===== config.mk =====
export PLATFORM = sky130hd
export DESIGN_NAME = my_sync_fifo_flat
export DESIGN_NICKNAME = d
export VERILOG_FILES = /design/src/rtl/my_sync_fifo_if.sv /design/src/rtl/my_sync_fifo.sv /design/src/flat_wrapper.sv
export SDC_FILE = /design/constraint.sdc
export NUM_CORES = 1
export LEC_CHECK = 0
export CAP_MARGIN = 30
export CORE_ASPECT_RATIO = 0.75
export CORE_MARGIN = 2
export CORE_UTILIZATION = 54
export CTS_CLUSTER_SIZE = 28
export DETAILED_ROUTE_END_ITERATION = 7
export PLACE_DENSITY = 0.77
export RECOVER_POWER = 50
export SYNTH_ARGS = -nofsm -noshare
export SYNTH_HDL_FRONTEND = slang
export SYNTH_SLANG_ARGS = --single-unit

===== constraint.sdc =====
create_clock -name clk -period 3.1 [get_ports clk]
set_input_delay 0.62 -clock clk [delete_from_list [all_inputs] [get_ports clk]]
set_output_delay 0.62 -clock clk [all_outputs]
set_load 0.05 [all_outputs]

===== src/rtl/my_sync_fifo_if.sv =====
// Handshake bundle between my_sync_fifo and its producer/consumer.
// The master side drives write/read requests; the slave side is the FIFO.
interface my_sync_fifo_if #(
  parameter int DATA_WIDTH = 8,
  parameter int CW         = 5
);
  logic                  wr_en;
  logic [DATA_WIDTH-1:0] wr_data;
  logic                  full;
  logic                  almost_full;
  logic                  overflow;
  logic                  rd_en;
  logic [DATA_WIDTH-1:0] rd_data;
  logic                  rd_valid;
  logic                  empty;
  logic                  almost_empty;
  logic                  underflow;
  logic [CW-1:0]         count;

  modport master (
    output wr_en, wr_data, rd_en,
    input  full, almost_full, overflow,
    input  rd_data, rd_valid, empty, almost_empty, underflow, count
  );

  modport slave (
    input  wr_en, wr_data, rd_en,
    output full, almost_full, overflow,
    output rd_data, rd_valid, empty, almost_empty, underflow, count
  );
endinterface


===== src/rtl/my_sync_fifo.sv =====
// Single-clock parametrised FIFO with occupancy count, programmable
// almost-full/almost-empty thresholds, overflow/underflow error pulses and a
// selectable standard (latency-1) or first-word-fall-through read port.
module my_sync_fifo #(
  parameter int DATA_WIDTH = 8,
  parameter int FIFO_DEPTH = 16,
  parameter int AE_THRESH  = 2,
  parameter int AF_THRESH  = FIFO_DEPTH - 2,
  parameter bit FWFT       = 1'b0,
  localparam int CW        = $clog2(FIFO_DEPTH + 1)
) (
  input  logic          clk,
  input  logic          reset,
  my_sync_fifo_if.slave fifo_s
);

  localparam int PW = $clog2(FIFO_DEPTH);

  localparam logic [CW-1:0] DEPTH_C = CW'(FIFO_DEPTH);
  localparam logic [CW-1:0] AE_C    = CW'(AE_THRESH);
  localparam logic [CW-1:0] AF_C    = CW'(AF_THRESH);
  localparam logic [PW-1:0] LAST_C  = PW'(FIFO_DEPTH - 1);

  if (AE_THRESH < 0 || AE_THRESH >= AF_THRESH || AF_THRESH > FIFO_DEPTH) begin : g_bad_thresh
    $error("my_sync_fifo: need 0 <= AE_THRESH < AF_THRESH <= FIFO_DEPTH");
  end

  logic [DATA_WIDTH-1:0] mem_q [FIFO_DEPTH];
  logic [PW-1:0]         wr_ptr_q, wr_ptr_d;
  logic [PW-1:0]         rd_ptr_q, rd_ptr_d;
  logic [CW-1:0]         count_q, count_d;
  logic                  full_q, full_d;
  logic                  af_q, af_d;
  logic                  empty_q, empty_d;
  logic                  ae_q, ae_d;
  logic                  ovf_q, ovf_d;
  logic                  udf_q, udf_d;
  logic                  acc_wr, acc_rd;

  // Next-state: accept decisions, pointer wrap, occupancy and flags.
  always_comb begin
    // NOTE: every always_comb output gets a default first so no path leaves it
    // unassigned, which would otherwise infer a latch.
    acc_wr   = fifo_s.wr_en && !full_q;
    acc_rd   = fifo_s.rd_en && !empty_q;
    wr_ptr_d = wr_ptr_q;
    rd_ptr_d = rd_ptr_q;
    if (acc_wr) wr_ptr_d = (wr_ptr_q == LAST_C) ? '0 : wr_ptr_q + 1'b1;
    if (acc_rd) rd_ptr_d = (rd_ptr_q == LAST_C) ? '0 : rd_ptr_q + 1'b1;
    count_d  = count_q + CW'(acc_wr) - CW'(acc_rd);
    full_d   = (count_d == DEPTH_C);
    af_d     = (count_d >= AF_C);
    empty_d  = (count_d == '0);
    ae_d     = (count_d <= AE_C);
    ovf_d    = fifo_s.wr_en && full_q;
    udf_d    = fifo_s.rd_en && empty_q;
  end

  // Control state: pointers, count, flags and error pulses.
  always_ff @(posedge clk) begin
    // NOTE: sequential state uses non-blocking assignments so every register
    // samples the pre-edge values, independent of statement order.
    if (reset) begin
      wr_ptr_q <= '0;
      rd_ptr_q <= '0;
      count_q  <= '0;
      full_q   <= 1'b0;
      af_q     <= 1'b0;
      empty_q  <= 1'b1;
      ae_q     <= 1'b1;
      ovf_q    <= 1'b0;
      udf_q    <= 1'b0;
    end else begin
      wr_ptr_q <= wr_ptr_d;
      rd_ptr_q <= rd_ptr_d;
      count_q  <= count_d;
      full_q   <= full_d;
      af_q     <= af_d;
      empty_q  <= empty_d;
      ae_q     <= ae_d;
      ovf_q    <= ovf_d;
      udf_q    <= udf_d;
    end
  end

  // Storage array: written on accepted writes only.
  always_ff @(posedge clk) begin
    // NOTE: the array is deliberately not reset; the pointers and count define
    // which entries are valid, so stale contents are never observed.
    if (!reset && acc_wr) mem_q[wr_ptr_q] <= fifo_s.wr_data;
  end

  if (FWFT == 1'b0) begin : g_std
    logic [DATA_WIDTH-1:0] rd_data_q;
    logic                  rd_valid_q;

    // Registered read port: word appears one edge after its accepted rd_en.
    always_ff @(posedge clk) begin
      if (reset) begin
        rd_data_q  <= '0;
        rd_valid_q <= 1'b0;
      end else begin
        rd_valid_q <= acc_rd;
        if (acc_rd) rd_data_q <= mem_q[rd_ptr_q];
      end
    end

    assign fifo_s.rd_data  = rd_data_q;
    assign fifo_s.rd_valid = rd_valid_q;
  end else begin : g_fwft
    assign fifo_s.rd_data  = mem_q[rd_ptr_q];
    assign fifo_s.rd_valid = !empty_q;
  end

  assign fifo_s.full         = full_q;
  assign fifo_s.almost_full  = af_q;
  assign fifo_s.overflow     = ovf_q;
  assign fifo_s.empty        = empty_q;
  assign fifo_s.almost_empty = ae_q;
  assign fifo_s.underflow    = udf_q;
  assign fifo_s.count        = count_q;

endmodule


===== src/flat_wrapper.sv =====
// flat-port wrapper written by rule: the top's interface ports become plain ports
module my_sync_fifo_flat 
#(
  parameter int DATA_WIDTH = 8,
  parameter int FIFO_DEPTH = 16,
  parameter int AE_THRESH  = 2,
  parameter int AF_THRESH  = FIFO_DEPTH - 2,
  parameter bit FWFT       = 1'b0,
  localparam int CW        = $clog2(FIFO_DEPTH + 1)
)
  (clk, reset, fifo_s_wr_en, fifo_s_wr_data, fifo_s_rd_en, fifo_s_full, fifo_s_almost_full, fifo_s_overflow, fifo_s_rd_data, fifo_s_rd_valid, fifo_s_empty, fifo_s_almost_empty, fifo_s_underflow, fifo_s_count);
  my_sync_fifo_if #(.DATA_WIDTH(DATA_WIDTH), .CW(($clog2((16) + 1)))) fifo_s_i ();
  input  logic clk;
  input  logic reset;
  input wire logic [$bits(fifo_s_i.wr_en)-1:0] fifo_s_wr_en;
  input wire logic [$bits(fifo_s_i.wr_data)-1:0] fifo_s_wr_data;
  input wire logic [$bits(fifo_s_i.rd_en)-1:0] fifo_s_rd_en;
  output wire logic [$bits(fifo_s_i.full)-1:0] fifo_s_full;
  output wire logic [$bits(fifo_s_i.almost_full)-1:0] fifo_s_almost_full;
  output wire logic [$bits(fifo_s_i.overflow)-1:0] fifo_s_overflow;
  output wire logic [$bits(fifo_s_i.rd_data)-1:0] fifo_s_rd_data;
  output wire logic [$bits(fifo_s_i.rd_valid)-1:0] fifo_s_rd_valid;
  output wire logic [$bits(fifo_s_i.empty)-1:0] fifo_s_empty;
  output wire logic [$bits(fifo_s_i.almost_empty)-1:0] fifo_s_almost_empty;
  output wire logic [$bits(fifo_s_i.underflow)-1:0] fifo_s_underflow;
  output wire logic [$bits(fifo_s_i.count)-1:0] fifo_s_count;
  assign fifo_s_i.wr_en = fifo_s_wr_en;
  assign fifo_s_i.wr_data = fifo_s_wr_data;
  assign fifo_s_i.rd_en = fifo_s_rd_en;
  assign fifo_s_full = fifo_s_i.full;
  assign fifo_s_almost_full = fifo_s_i.almost_full;
  assign fifo_s_overflow = fifo_s_i.overflow;
  assign fifo_s_rd_data = fifo_s_i.rd_data;
  assign fifo_s_rd_valid = fifo_s_i.rd_valid;
  assign fifo_s_empty = fifo_s_i.empty;
  assign fifo_s_almost_empty = fifo_s_i.almost_empty;
  assign fifo_s_underflow = fifo_s_i.underflow;
  assign fifo_s_count = fifo_s_i.count;
  my_sync_fifo #(.DATA_WIDTH(DATA_WIDTH), .FIFO_DEPTH(FIFO_DEPTH), .AE_THRESH(AE_THRESH), .AF_THRESH(AF_THRESH), .FWFT(FWFT)) u_core (.clk(clk), .reset(reset), .fifo_s(fifo_s_i));
endmodule

Word level (Yosys, flattened, before mapping)

Memory sizes are Yosys's and may differ from the RTL's. A register that Yosys moved wholly into a read port is not among the register bits.
Index checks and enable logic that the tools add are counted.

Register bits: 20
RAM bits: 128
Bits of input ports: 12
Output and inout bits: 20
Word-level logic and storage cells: 33
Memories: 1

Memory list:

| memory       | depth | width | rd ports | clocked after Yosys merged registers in | wr ports | RTL line           | RTL |
|---|---|---|---|---|---|---|---|
| u_core.mem_q | 16    | 8     | 1        | 1                                       | 1        | my_sync_fifo.sv:28 | `logic [DATA_WIDTH-1:0] mem_q [FIFO_DEPTH];` |

Add/sub/neg operators: 4
$lt $le $gt $ge: 2
Eq/ne operators: 3
Mux-type cells: 4
Reductions and logical operators: 9

Operators with widths:

| operator                                                        | count |
|---|---|
| adder 4 x 1 -> 4 bit (second input constant)                    | 2 |
| equality test 4 bit (second input constant)                     | 2 |
| 2-to-1 mux 4 bit                                                | 2 |
| adder 5 x 1 -> 5 bit                                            | 1 |
| equality test 5 bit (second input constant)                     | 1 |
| >= comparator 5 x 4 -> 1 bit (second input constant)            | 1 |
| less-or-equal comparator 5 x 2 -> 1 bit (second input constant) | 1 |
| logical AND 1 bit                                               | 5 |
| zero test 5 bit                                                 | 1 |
| subtractor 5 x 1 -> 5 bit                                       | 1 |
| zero test 1 bit                                                 | 3 |
| 2-to-1 mux 1 bit                                                | 2 |

Longest topological paths before layout

Gate-level depths: netlist of the first run.

Depth after elaboration: 5
Mapped depth: 13
Gate-level depth less buffers: 12

Least setup slack after synthesis of the first run

No wires, ideal clock.

Path kind: register to register
Start: reg u_core.empty_q, in the netlist u_core.fifo_s.empty
End: reg u_core.af_q, in the netlist u_core.fifo_s.almost_full
Setup time: 123 ps
Arrival: 2984 ps
Data required time: 2977 ps
Setup slack: -8 ps
Cell stages (with the launch flop): 14
Path buffers: 1
Period minus slack after synthesis: 3108 ps
Path through: dfxtp_1 nand2b_1 clkinv_1 clkbuf_1 ha_1 inv_1 ha_1 inv_1 fa_1 nor2b_1 o21ai_0 a21oi_1 nor3b_2 or2_2

Cells in the longest elaborated chain, start to end: 4

Ends and longest elaborated chain:

| what                         | RTL line           | RTL |
|---|---|---|
| from (decl)                  | my_sync_fifo.sv:34 | `logic empty_q, empty_d;` |
| from (signal assigned)       | my_sync_fifo.sv:79 | `empty_q <= empty_d;` |
| zero test 1 bit              | my_sync_fifo.sv:45 | `acc_rd = fifo_s.rd_en && !empty_q;` |
| logical AND 1 bit            | my_sync_fifo.sv:45 |  |
| net u_core.acc_rd            | my_sync_fifo.sv:38 | `logic acc_wr, acc_rd;` |
| subtractor 5 x 1 -> 5 bit    | my_sync_fifo.sv:50 | `count_d = count_q + CW'(acc_wr) - CW'(acc_rd);` |
| >= comparator 5 x 4 -> 1 bit | my_sync_fifo.sv:52 | `af_d = (count_d >= AF_C);` |
| to (signal assigned)         | my_sync_fifo.sv:68 | `af_q <= 1'b0;` |
| to (signal assigned)         | my_sync_fifo.sv:78 | `af_q <= af_d;` |
| to (decl)                    | my_sync_fifo.sv:33 | `logic af_q, af_d;` |

The timed path passes the listed nets, and every way through them passes these cells.
A chain may end at the register's enable or synchronous reset.

Worst setup path after layout of the first run

Start: in fifo_s_rd_en
End: reg u_core.af_q, in the netlist u_core.fifo_s.almost_full

Cells in the longest elaborated chain, start to end: 3

Ends and longest elaborated chain:

| what                         | RTL line           | RTL |
|---|---|---|
| from (decl)                  | flat_wrapper.sv:17 | `input wire logic [$bits(fifo_s_i.rd_en)-1:0] fifo_s_rd_en;` |
| logical AND 1 bit            | my_sync_fifo.sv:45 |  |
| subtractor 5 x 1 -> 5 bit    | my_sync_fifo.sv:50 |  |
| >= comparator 5 x 4 -> 1 bit | my_sync_fifo.sv:52 |  |

Every way passes these cells.

==> results.py, run 1 <==
metrics = {
    "routing": {
        "wl_per_cell_microns": 21.8,
        "drtPass1Iterations": 5,
        "drc_errors": 0,
        "vias": 3564,
        "drt-total-wl_microns": 12900,
        "via_per_inst": 6.02,
        "drt_iter0_drc": 348,
        "postRouteAntennaNets": 0,
    },
    "place": {
        "hpwlAfterDp_microns": 8360,
        "dp_cells": 560,
        "portBuffers": 31,
        "place_congestion": 0.820,
    },
    "pwr": {
        "ir_drop_uv": 509,
        "leakage_nw": 2.41,
        "finalPower_w": 0.00586,
        "p_per_area_nw_per_um2": 800,
    },
    "clocking": {
        "cts_sinks": 156,
        "clockBufferDepth": 2,
        "tritoncts": "done",
        "cts-root-buf": "clkbuf_16",
        "post-cts-setup-buffer-count": 0,
        "clk_pin_slew_ns": 0.06,
        "cts_buffers": 17,
        "worstSkewPairLatency_ns": 0.43,
        "h-tree-depth": 4,
        "cts_resized": 0,
        "hold_buffers": 0,
    },
    "yosys": {
        "synth_cell_types": 44,
        "synth_edf_count": 128,
        "ys_ff_latch": 156,
        "syn_nets": 419,
        "syn-cell-area_sq_um": 6290,
        "synth-async-reset-ratio_pct": 0,
        "yosysWarnings": 0,
        "ys_seq_area_share_pct": 70.0,
        "avgSynthCellArea_sq_um": 15.9,
        "ys.flop_type": "edfxtp_1",
        "synthCells": 396,
    },
    "floorplan": {
        "rows": 34,
        "core_sq_um": 11500,
        "die_h_microns": 97.5,
        "num_io_pins": 32,
        "die_x_microns": 129,
        "die_area_sq_um": 12500,
        "initial_core_util_pct": 54.8,
    },
    "worst_setup_path": {
        "worst-path-max-fanout": 5,
        "critical_path.max_stage_delay_ns": 0.43,
        "critPathTopFamily": "adder cells",
        "critPathCaptureType": "flop",
        "startpoint_type": "input port",
        "crit_buf_inv": 4,
        "slowest_stage": "clkdlybuf4s50_1",
        "cp.required_ns": 3.41,
        "cp_data_arrival_time_ns": 3.11,
        "crit_type": "in -> reg",
        "path_cells": "clkdlybuf4s50_1 -> nand2b_1 -> clkinv_1 -> ha_1 -> inv_1 -> ha_1 -> inv_1 -> fa_1 -> nor2b_1 -> o21ai_0 -> a21oi_1 -> nor3b_2 -> or2_2",
    },
    "finish": {
        "drive_above_1_share_pct": 11.8,
        "diodes": 0,
        "syn_to_final_growth_pct": 16.5,
        "ff_latch_area_sq_um": 4410,
        "nFillCells": 821,
        "multiInputGateArea_sq_um": 1710,
        "final_cells": 592,
        "num-nets-final": 458,
    },
    "timing": {
        "rsz0062_at_grt": "no",
        "setup_viol": 0,
        "maxSlewViolCount": 0,
        "tightest_slew_ns": 1.39,
        "finClkSkew_ns": 0.00526,
        "max_slew_margin_pct": 7.32,
        "period_share_pct": 90.3,
        "period_needed_ns": 2.80,
        "clock.fmax_mhz": 357,
        "hold_viol": 0,
    },
    "grt": {
        "antenna_found_initial": 0,
        "grt.overflow.total": 0,
        "grt_pass1_vias": 3464,
        "grt_usage_pct": 22.1,
        "grt_pass1_wl_microns": 19800,
        "grt_max_degree": 31,
    },
    "run": {
        "drv_cap": 0,
    },
    "hold_path": {
        "hold_path.class": "reg -> reg",
    },
    "run_status": {
        "status": "completed",
    },
}
through the flow:
step	hold WS [ns]	setup TNS, ns	area, sq um	utilization (%)	setup WS (ns)
floorplan	0.481	0	6290	-	0.127
global placement	0.481	0	6720	58.5	0.0340
detailed placement	0.478	-0.0798	6720	58.5	-0.0706
CTS	0.500	0	7330	63.8	0.378
global route	0.512	0	7330	63.8	0.198
finish	0.498	0	7330	63.8	0.302
layer usage:
| metal | vias to the layer above | track usage [%] | routed length (microns) |
|---|---|---|---|
| met5 | - | 0 | 0 |
| met4 | 0 | 9.20 | 233 |
| met3 | 22 | 5.45 | 1050 |
| met2 | 144 | 31.2 | 5740 |
| met1 | 1786 | 33.2 | 5900 |
| li1 | 1612 | - | - |
cells in the mapped netlist, types with 3 or more instances:
master | instances | share of area [%]
a2111oi_0 | 6 | 0.84
a211oi_1 | 16 | 1.9
a21oi_1 | 11 | 0.88
a31oi_1 | 3 | 0.30
and2_1 | 16 | 1.6
buf_4 | 5 | 0.60
buf_6 | 3 | 0.54
clkbuf_1 | 7 | 0.42
dfxtp_1 | 28 | 8.9
edfxtp_1 | 128 | 61
ha_1 | 10 | 2.0
inv_1 | 11 | 0.66
mux2i_1 | 27 | 4.3
mux4_1 | 3 | 1.3
mux4_2 | 11 | 3.9
nand2_1 | 13 | 0.78
nand2b_1 | 4 | 0.40
nand3_1 | 5 | 0.40
nor2_1 | 19 | 1.1
nor2b_1 | 21 | 2.1
nor3_1 | 8 | 0.64
o21ai_0 | 3 | 0.24
o221ai_1 | 7 | 0.97
xor2_1 | 5 | 0.70
registers in the layout, summed over array words and instances, names as in the netlist, 4 cells and up:
signal                 flops
u_core.fifo_s.rd_data      8
u_core.rd_ptr_q            4
u_core.fifo_s.count        5
u_core.wr_ptr_q            4
u_core.mem_q             128
tightest hold or removal path: cells and delay by family, from the launching register on:
kind | cells | cell delay, ns
simple gates | 2 | 0.10
flops | 1 | 0.35
report_power, final:
part	internal [W]	leakage, nW	switching (W)
sequential	0.00239	1.38	0.0000995
clock	0.00129	0.307	0.000804
combinational	0.000498	0.722	0.000787
cells by family after synthesis:
group,count (synthesis),synth area share (%)
simple gates,100,8.79
mux,41,9.49
flops,156,70.0
xor+xnor,5,0.696
buf+inv,32,2.86
compound gates,51,5.85
fa+ha+maj,11,2.31
layout by cell type, fill, tap and decap left out, drive strengths merged, types with 4 or more instances in the layout:
master and instances:
clkdlybuf4s50 12, dlygate4sd3 19, nor2 19, buf 8, xor2 5, nand2b 4, nor3 8, and2 16
mux4 14, a2111oi 8, nand2 13, clkbuf 27, dfxtp 28, inv 13, clkinv 5, nand3 5
nor2b 21, a211oi 16, ha 10, mux2i 27, edfxtp 128, a21oi 11, o221ai 7
path summary, 6_finish.rpt:
kind / startpoint / endpoint / slack, ns / depth (start not counted)
setup reg to reg: u_core.fifo_s.empty / u_core.fifo_s.almost_full / 0.53 / 12
hold reg to reg: u_core.fifo_s.full / u_core.fifo_s.overflow / 0.50 / 2
setup / recovery: fifo_s_rd_en / u_core.fifo_s.almost_full / 0.30 / 13
hold / removal: u_core.fifo_s.full / u_core.fifo_s.overflow / 0.50 / 2
cell type report:
type                    count  area share (%)
clock inverters             6           0.546
repair buffers             40            5.10
flip-flops and latches    156            60.1
well taps                 144            2.46
multi-input cells         208            23.3
clock buffers              26            7.85
inverters                  12           0.615
(Power assumes the default switching activity.)
==> run 2, diff against run 1 <==
Settings changed: CORE_MARGIN 2 to not set.
==> run 2 against run 1 <==
Net effect:
- final cell count down 0.34%
- wire length increased by 4.0%
- global-route usage grew 2.4 points
- largest cell class unchanged
- critical path depth stayed put
- clock skew up 0.0032 ns
- cell area fell by 0.22%
- worst hold slack got worse by 0.0069 ns
- via count fell by 0.34%
- register-to-register slack lost 0.10 ns
- highest routed layer unchanged
- utilization is 1.8 points higher
- die area down 3.6%
==> results.py, run 2 (synthesis results as in run 1) <==
metrics = {
    "finish": {
        "syn_to_final_growth_pct": 16.2,
        "final_cell_mix": "128 x edfxtp_1, 27 x mux2i_1, 25 x dfxtp_1",
        "nFillCells": 779,
        "drive_above_1_share_pct": 11.8,
        "largest_reg_flops": 128,
        "final_common_cell": "edfxtp_1",
        "num-nets-final": 460,
        "diodes": 0,
        "multiInputGateArea_sq_um": 1710,
        "final_cells": 590,
        "ff_latch_area_sq_um": 4410,
        "largest_register": "u_core.mem_q",
    },
    "timing": {
        "hold_viol": 0,
        "finClkSkew_ns": 0.00847,
        "max_slew_margin_pct": 5.66,
        "period_share_pct": 91.2,
        "holdWs_ns": 0.491,
        "tns_ns": 0,
        "rsz0062_at_grt": "no",
        "tightest_slew_ns": 1.42,
        "setup_slack_ns": 0.274,
        "period_needed_ns": 2.83,
        "maxSlewViolCount": 0,
        "setup_viol": 0,
        "clock.fmax_mhz": 354,
    },
    "clocking": {
        "tritoncts": "done",
        "worstSkewPairLatency_ns": 0.42,
        "clk_pin_slew_ns": 0.06,
        "cts_sinks": 156,
        "hold_buffers": 0,
        "cts-root-buf": "clkbuf_16",
        "cts_resized": 0,
        "h-tree-depth": 4,
        "cts_buffers": 17,
        "clockBufferDepth": 2,
        "post-cts-setup-buffer-count": 0,
    },
    "grt": {
        "grt_max_degree": 30,
        "grt_usage_pct": 24.5,
        "grt_pass1_wl_microns": 20600,
        "antenna_found_initial": 0,
        "grt.overflow.total": 0,
        "grt_pass1_vias": 3485,
    },
    "worst_setup_path": {
        "worst-path-max-fanout": 5,
        "critPathCaptureType": "flop",
        "cp.required_ns": 3.40,
        "cp_data_arrival_time_ns": 3.13,
        "crit_type": "in -> reg",
        "startpoint_type": "input port",
    },
    "routing": {
        "drt_iter0_drc": 411,
        "drt-total-wl_microns": 13400,
        "postRouteAntennaNets": 0,
        "via_per_inst": 6.02,
        "drtPass1Iterations": 4,
        "vias": 3552,
        "wl_per_cell_microns": 22.8,
        "drc_errors": 0,
    },
    "run_status": {
        "status": "completed",
    },
    "floorplan": {
        "initial_core_util_pct": 56.4,
        "num_io_pins": 32,
        "die_h_microns": 95.5,
        "core_sq_um": 11100,
        "rows": 33,
        "die_x_microns": 127,
        "die_area_sq_um": 12100,
    },
    "pwr": {
        "finalPower_w": 0.00587,
        "leakage_nw": 2.41,
        "p_per_area_nw_per_um2": 802,
        "ir_drop_uv": 457,
    },
    "run": {
        "drv_cap": 0,
    },
    "place": {
        "portBuffers": 31,
        "place_congestion": 0.814,
        "dp_cells": 558,
        "hpwlAfterDp_microns": 8500,
        "pre_cts_ws_ns": -0.0471,
    },
    "hold_path": {
        "hold_path.class": "reg -> reg",
    },
}
-- run 2: cell types whose count changed in the layout (fill, tap and decap cells not counted), sizes merged, moves of 2 or more --
| cell | previous run | this run |
|---|---|---|
| inv | 13 | 11 |
| clkbuf | 27 | 25 |
| buf | 8 | 10 |
| bufinv | 0 | 3 |
-- run 2: layout make-up --
class                      instances  share of cell area, %
clock inverter                     8                   1.61
clock buffer                      24                   6.45
timing repair buffer              42                   5.32
sequential                       156                   60.3
tap                              140                   2.40
inverter                          12                  0.616
multi-input combinational        208                   23.3
-- run 2: routing by layer --
| layer | track usage, % | vias up | wire length (microns) |
|---|---|---|---|
| met5 | 0 | - | 0 |
| met4 | 7.43 | 0 | 123 |
| met3 | 5.61 | 10 | 868 |
| met2 | 37.4 | 132 | 6220 |
| met1 | 35.4 | 1801 | 6230 |
| li1 | - | 1609 | - |
-- run 2: stage by stage --
stage                     util, %  area (sq um)
after floorplan                 -          6290
after global placement       60.3          6730
after detailed placement     60.3          6730
after CTS                    65.6          7320
after global routing         65.6          7310
final                        65.6          7310
-- run 2: critical path: stages --
cell and delay, ns:
clkdlybuf4s50_1 0.42, nand2b_1 0.10, clkinv_1 0.09, ha_1 0.28, inv_1 0.06, ha_1 0.17, inv_1 0.06, fa_1 0.41
nor2b_1 0.12, o21ai_0 0.12, a21oi_1 0.23, nor3b_2 0.10, or2_2 0.35
-- run 2: final timing paths --
path,depth (start not counted),slack (ns),to,startpoint
worst max register to register,6,0.43,u_core.fifo_s.rd_data[5],u_core.rd_ptr_q[1]
worst min-delay path,2,0.49,u_core.fifo_s.rd_data[5],u_core.fifo_s.rd_data[5]
worst max-delay path,13,0.27,u_core.fifo_s.almost_full,fifo_s_rd_en
worst min register to register,2,0.49,u_core.fifo_s.rd_data[5],u_core.fifo_s.rd_data[5]
-- run 2: where the power goes --
group	internal, W	switching (W)	leakage, nW
logic	0.000502	0.000814	0.734
registers	0.00239	0.0000876	1.38
clock network	0.00130	0.000772	0.288
total	0.00419	0.00167	2.41
==> run 3, diff against run 2 <==
Settings changed: CAP_MARGIN 30 to not set, CELL_PAD_IN_SITES_DETAIL_PLACEMENT set to 1, CELL_PAD_IN_SITES_GLOBAL_PLACEMENT set to 2, CORE_UTILIZATION 54 to 40, PLACE_DENSITY 0.77 to 0.76.
==> run 3 against run 2 <==
Net effect:
- maximum frequency grew 1.8%
- clock power fell by 4%
- final cell count increased by 11%
- utilization fell by 17 points
- global-route usage is 5.4 points lower
- wire length increased by 8.6%
- worst hold slack better by 0.0094 ns
- register-to-register slack better by 0.12 ns
- largest power group unchanged
- highest routed layer unchanged
==> results.py, run 3 (synthesis results as in run 1) <==
metrics = {
    "timing": {
        "tightest_slew_ns": 1.44,
        "holdWs_ns": 0.501,
        "clock.fmax_mhz": 360,
        "setup_slack_ns": 0.325,
        "hold_viol": 0,
        "rsz0062_at_grt": "no",
        "setup_viol": 0,
        "period_share_pct": 89.5,
        "maxSlewViolCount": 0,
        "period_needed_ns": 2.77,
        "finClkSkew_ns": 0.0103,
        "max_slew_margin_pct": 3.86,
    },
    "grt": {
        "grt_pass1_wl_microns": 22100,
        "grt_max_degree": 31,
        "antenna_found_initial": 0,
        "grt.overflow.total": 0,
        "grt_pass1_vias": 3511,
        "grt_usage_pct": 19.1,
    },
    "place": {
        "hpwlAfterDp_microns": 9500,
        "place_congestion": 0.705,
        "postPlaceCellArea_sq_um": 6810,
        "pre_cts_ws_ns": -0.0681,
        "portBuffers": 31,
    },
    "clocking": {
        "clk_pin_slew_ns": 0.07,
        "post-cts-setup-buffer-count": 0,
        "hold_buffers": 0,
        "tritoncts": "done",
        "cts_buffers": 17,
        "cts-root-buf": "clkbuf_16",
        "clockBufferDepth": 2,
        "h-tree-depth": 4,
        "cts_resized": 0,
        "cts_sinks": 156,
        "worstSkewPairLatency_ns": 0.42,
    },
    "finish": {
        "largest_reg_flops": 128,
        "num-nets-final": 460,
        "largest_register": "u_core.mem_q",
        "drive_above_1_share_pct": 12.4,
        "syn_to_final_growth_pct": 17.2,
        "stdcell_area_sq_um": 7370,
        "final_cell_mix": "128 x edfxtp_1, 27 x mux2i_1, 25 x dfxtp_1",
        "fin_util_pct": 48.3,
        "diodes": 0,
        "final_common_cell": "edfxtp_1",
    },
    "worst_setup_path": {
        "critical_path.max_stage_delay_ns": 0.43,
        "worst-path-max-fanout": 3,
        "cp.required_ns": 3.40,
        "critPathCaptureType": "flop",
        "slowest_stage": "clkdlybuf4s50_1",
        "cp_data_arrival_time_ns": 3.08,
        "crit_type": "in -> reg",
        "path_cells": "clkdlybuf4s50_1 -> nand2b_1 -> clkinv_1 -> ha_1 -> inv_1 -> ha_1 -> inv_1 -> fa_1 -> nor2b_1 -> o21ai_0 -> a21oi_1 -> nor3b_2 -> or2_2",
        "startpoint_type": "input port",
    },
    "floorplan": {
        "die_x_microns": 147,
        "num_io_pins": 32,
        "core_sq_um": 15300,
        "initial_core_util_pct": 41.2,
        "die_h_microns": 111,
        "die_area_sq_um": 16200,
        "rows": 39,
    },
    "routing": {
        "drt-total-wl_microns": 14600,
        "vias": 3482,
        "drtPass1Iterations": 4,
        "drt_iter0_drc": 206,
        "drc_errors": 0,
        "via_per_inst": 5.32,
        "wl_per_cell_microns": 22.3,
        "postRouteAntennaNets": 0,
    },
    "pwr": {
        "p_per_area_nw_per_um2": 789,
        "ir_drop_uv": 371,
        "finalPower_w": 0.00582,
        "leakage_nw": 2.39,
    },
    "run_status": {
        "status": "completed",
    },
    "run": {
        "drv_cap": 0,
    },
    "hold_path": {
        "hold_path.class": "reg -> reg",
    },
}
-- run 3: changes by cell type in the layout (fill, tap and decap cells not counted), moves of 3 or more --
cell             delta
inv_6               +3
clkinv_4            +3
bufinv_16           -3
dlygate4sd3_1       -3
clkdlybuf4s50_1     +3
inv_4               +3
clkbuf_1            -3
clkinv_2            -3
-- run 3: power by group --
group / leakage, nW / switching, W / internal [W]
logic: 0.722 / 0.000814 / 0.000513
registers: 1.38 / 0.000106 / 0.00238
clock network: 0.288 / 0.000853 / 0.00115
-- run 3: area by class of cell --
class                   instances  area [sq um]
repair buffers                 42           385
well taps                     205           256
multi-input cells             208          1710
clock buffers                  22           495
fillers                      1492          7900
inverters                      12          45.0
clock inverters                10          76.3
flip-flops and latches        156          4410
-- run 3: per-stage QoR --
stage	TNS (ns)	std cells
final	0	655
after global routing	0	655
after CTS	0	655
after detailed placement	-0.0681	623
after global placement	0	623
after floorplan	0	396
-- run 3: worst paths after layout --
check                                start                   endpoint  slack [ns]  cells past startpoint
setup / recovery              fifo_s_rd_en  u_core.fifo_s.almost_full        0.33                     13
hold / removal    u_core.fifo_s.rd_data[7]   u_core.fifo_s.rd_data[7]        0.50                      2
setup reg to reg       u_core.fifo_s.empty  u_core.fifo_s.almost_full        0.55                     12
hold reg to reg   u_core.fifo_s.rd_data[7]   u_core.fifo_s.rd_data[7]        0.50                      2
-- run 3: worst max-delay path, delay by kind of cell --
family | cells | cell delay [ns]
AND/OR/NAND/NOR | 4 | 0.67
adder cells (fa/ha/maj) | 3 | 0.83
AO/OA/AOI/OAI | 2 | 0.32
buffers and inverters | 4 | 0.65
-- run 3: metal layers --
layer  wire [microns]  GRT usage, %  vias up
met4              174          5.21        0
met3              592          4.34       11
met5                0             0        -
met2             6510          27.1       66
met1             7320          29.1     1793
li1                 -             -     1612
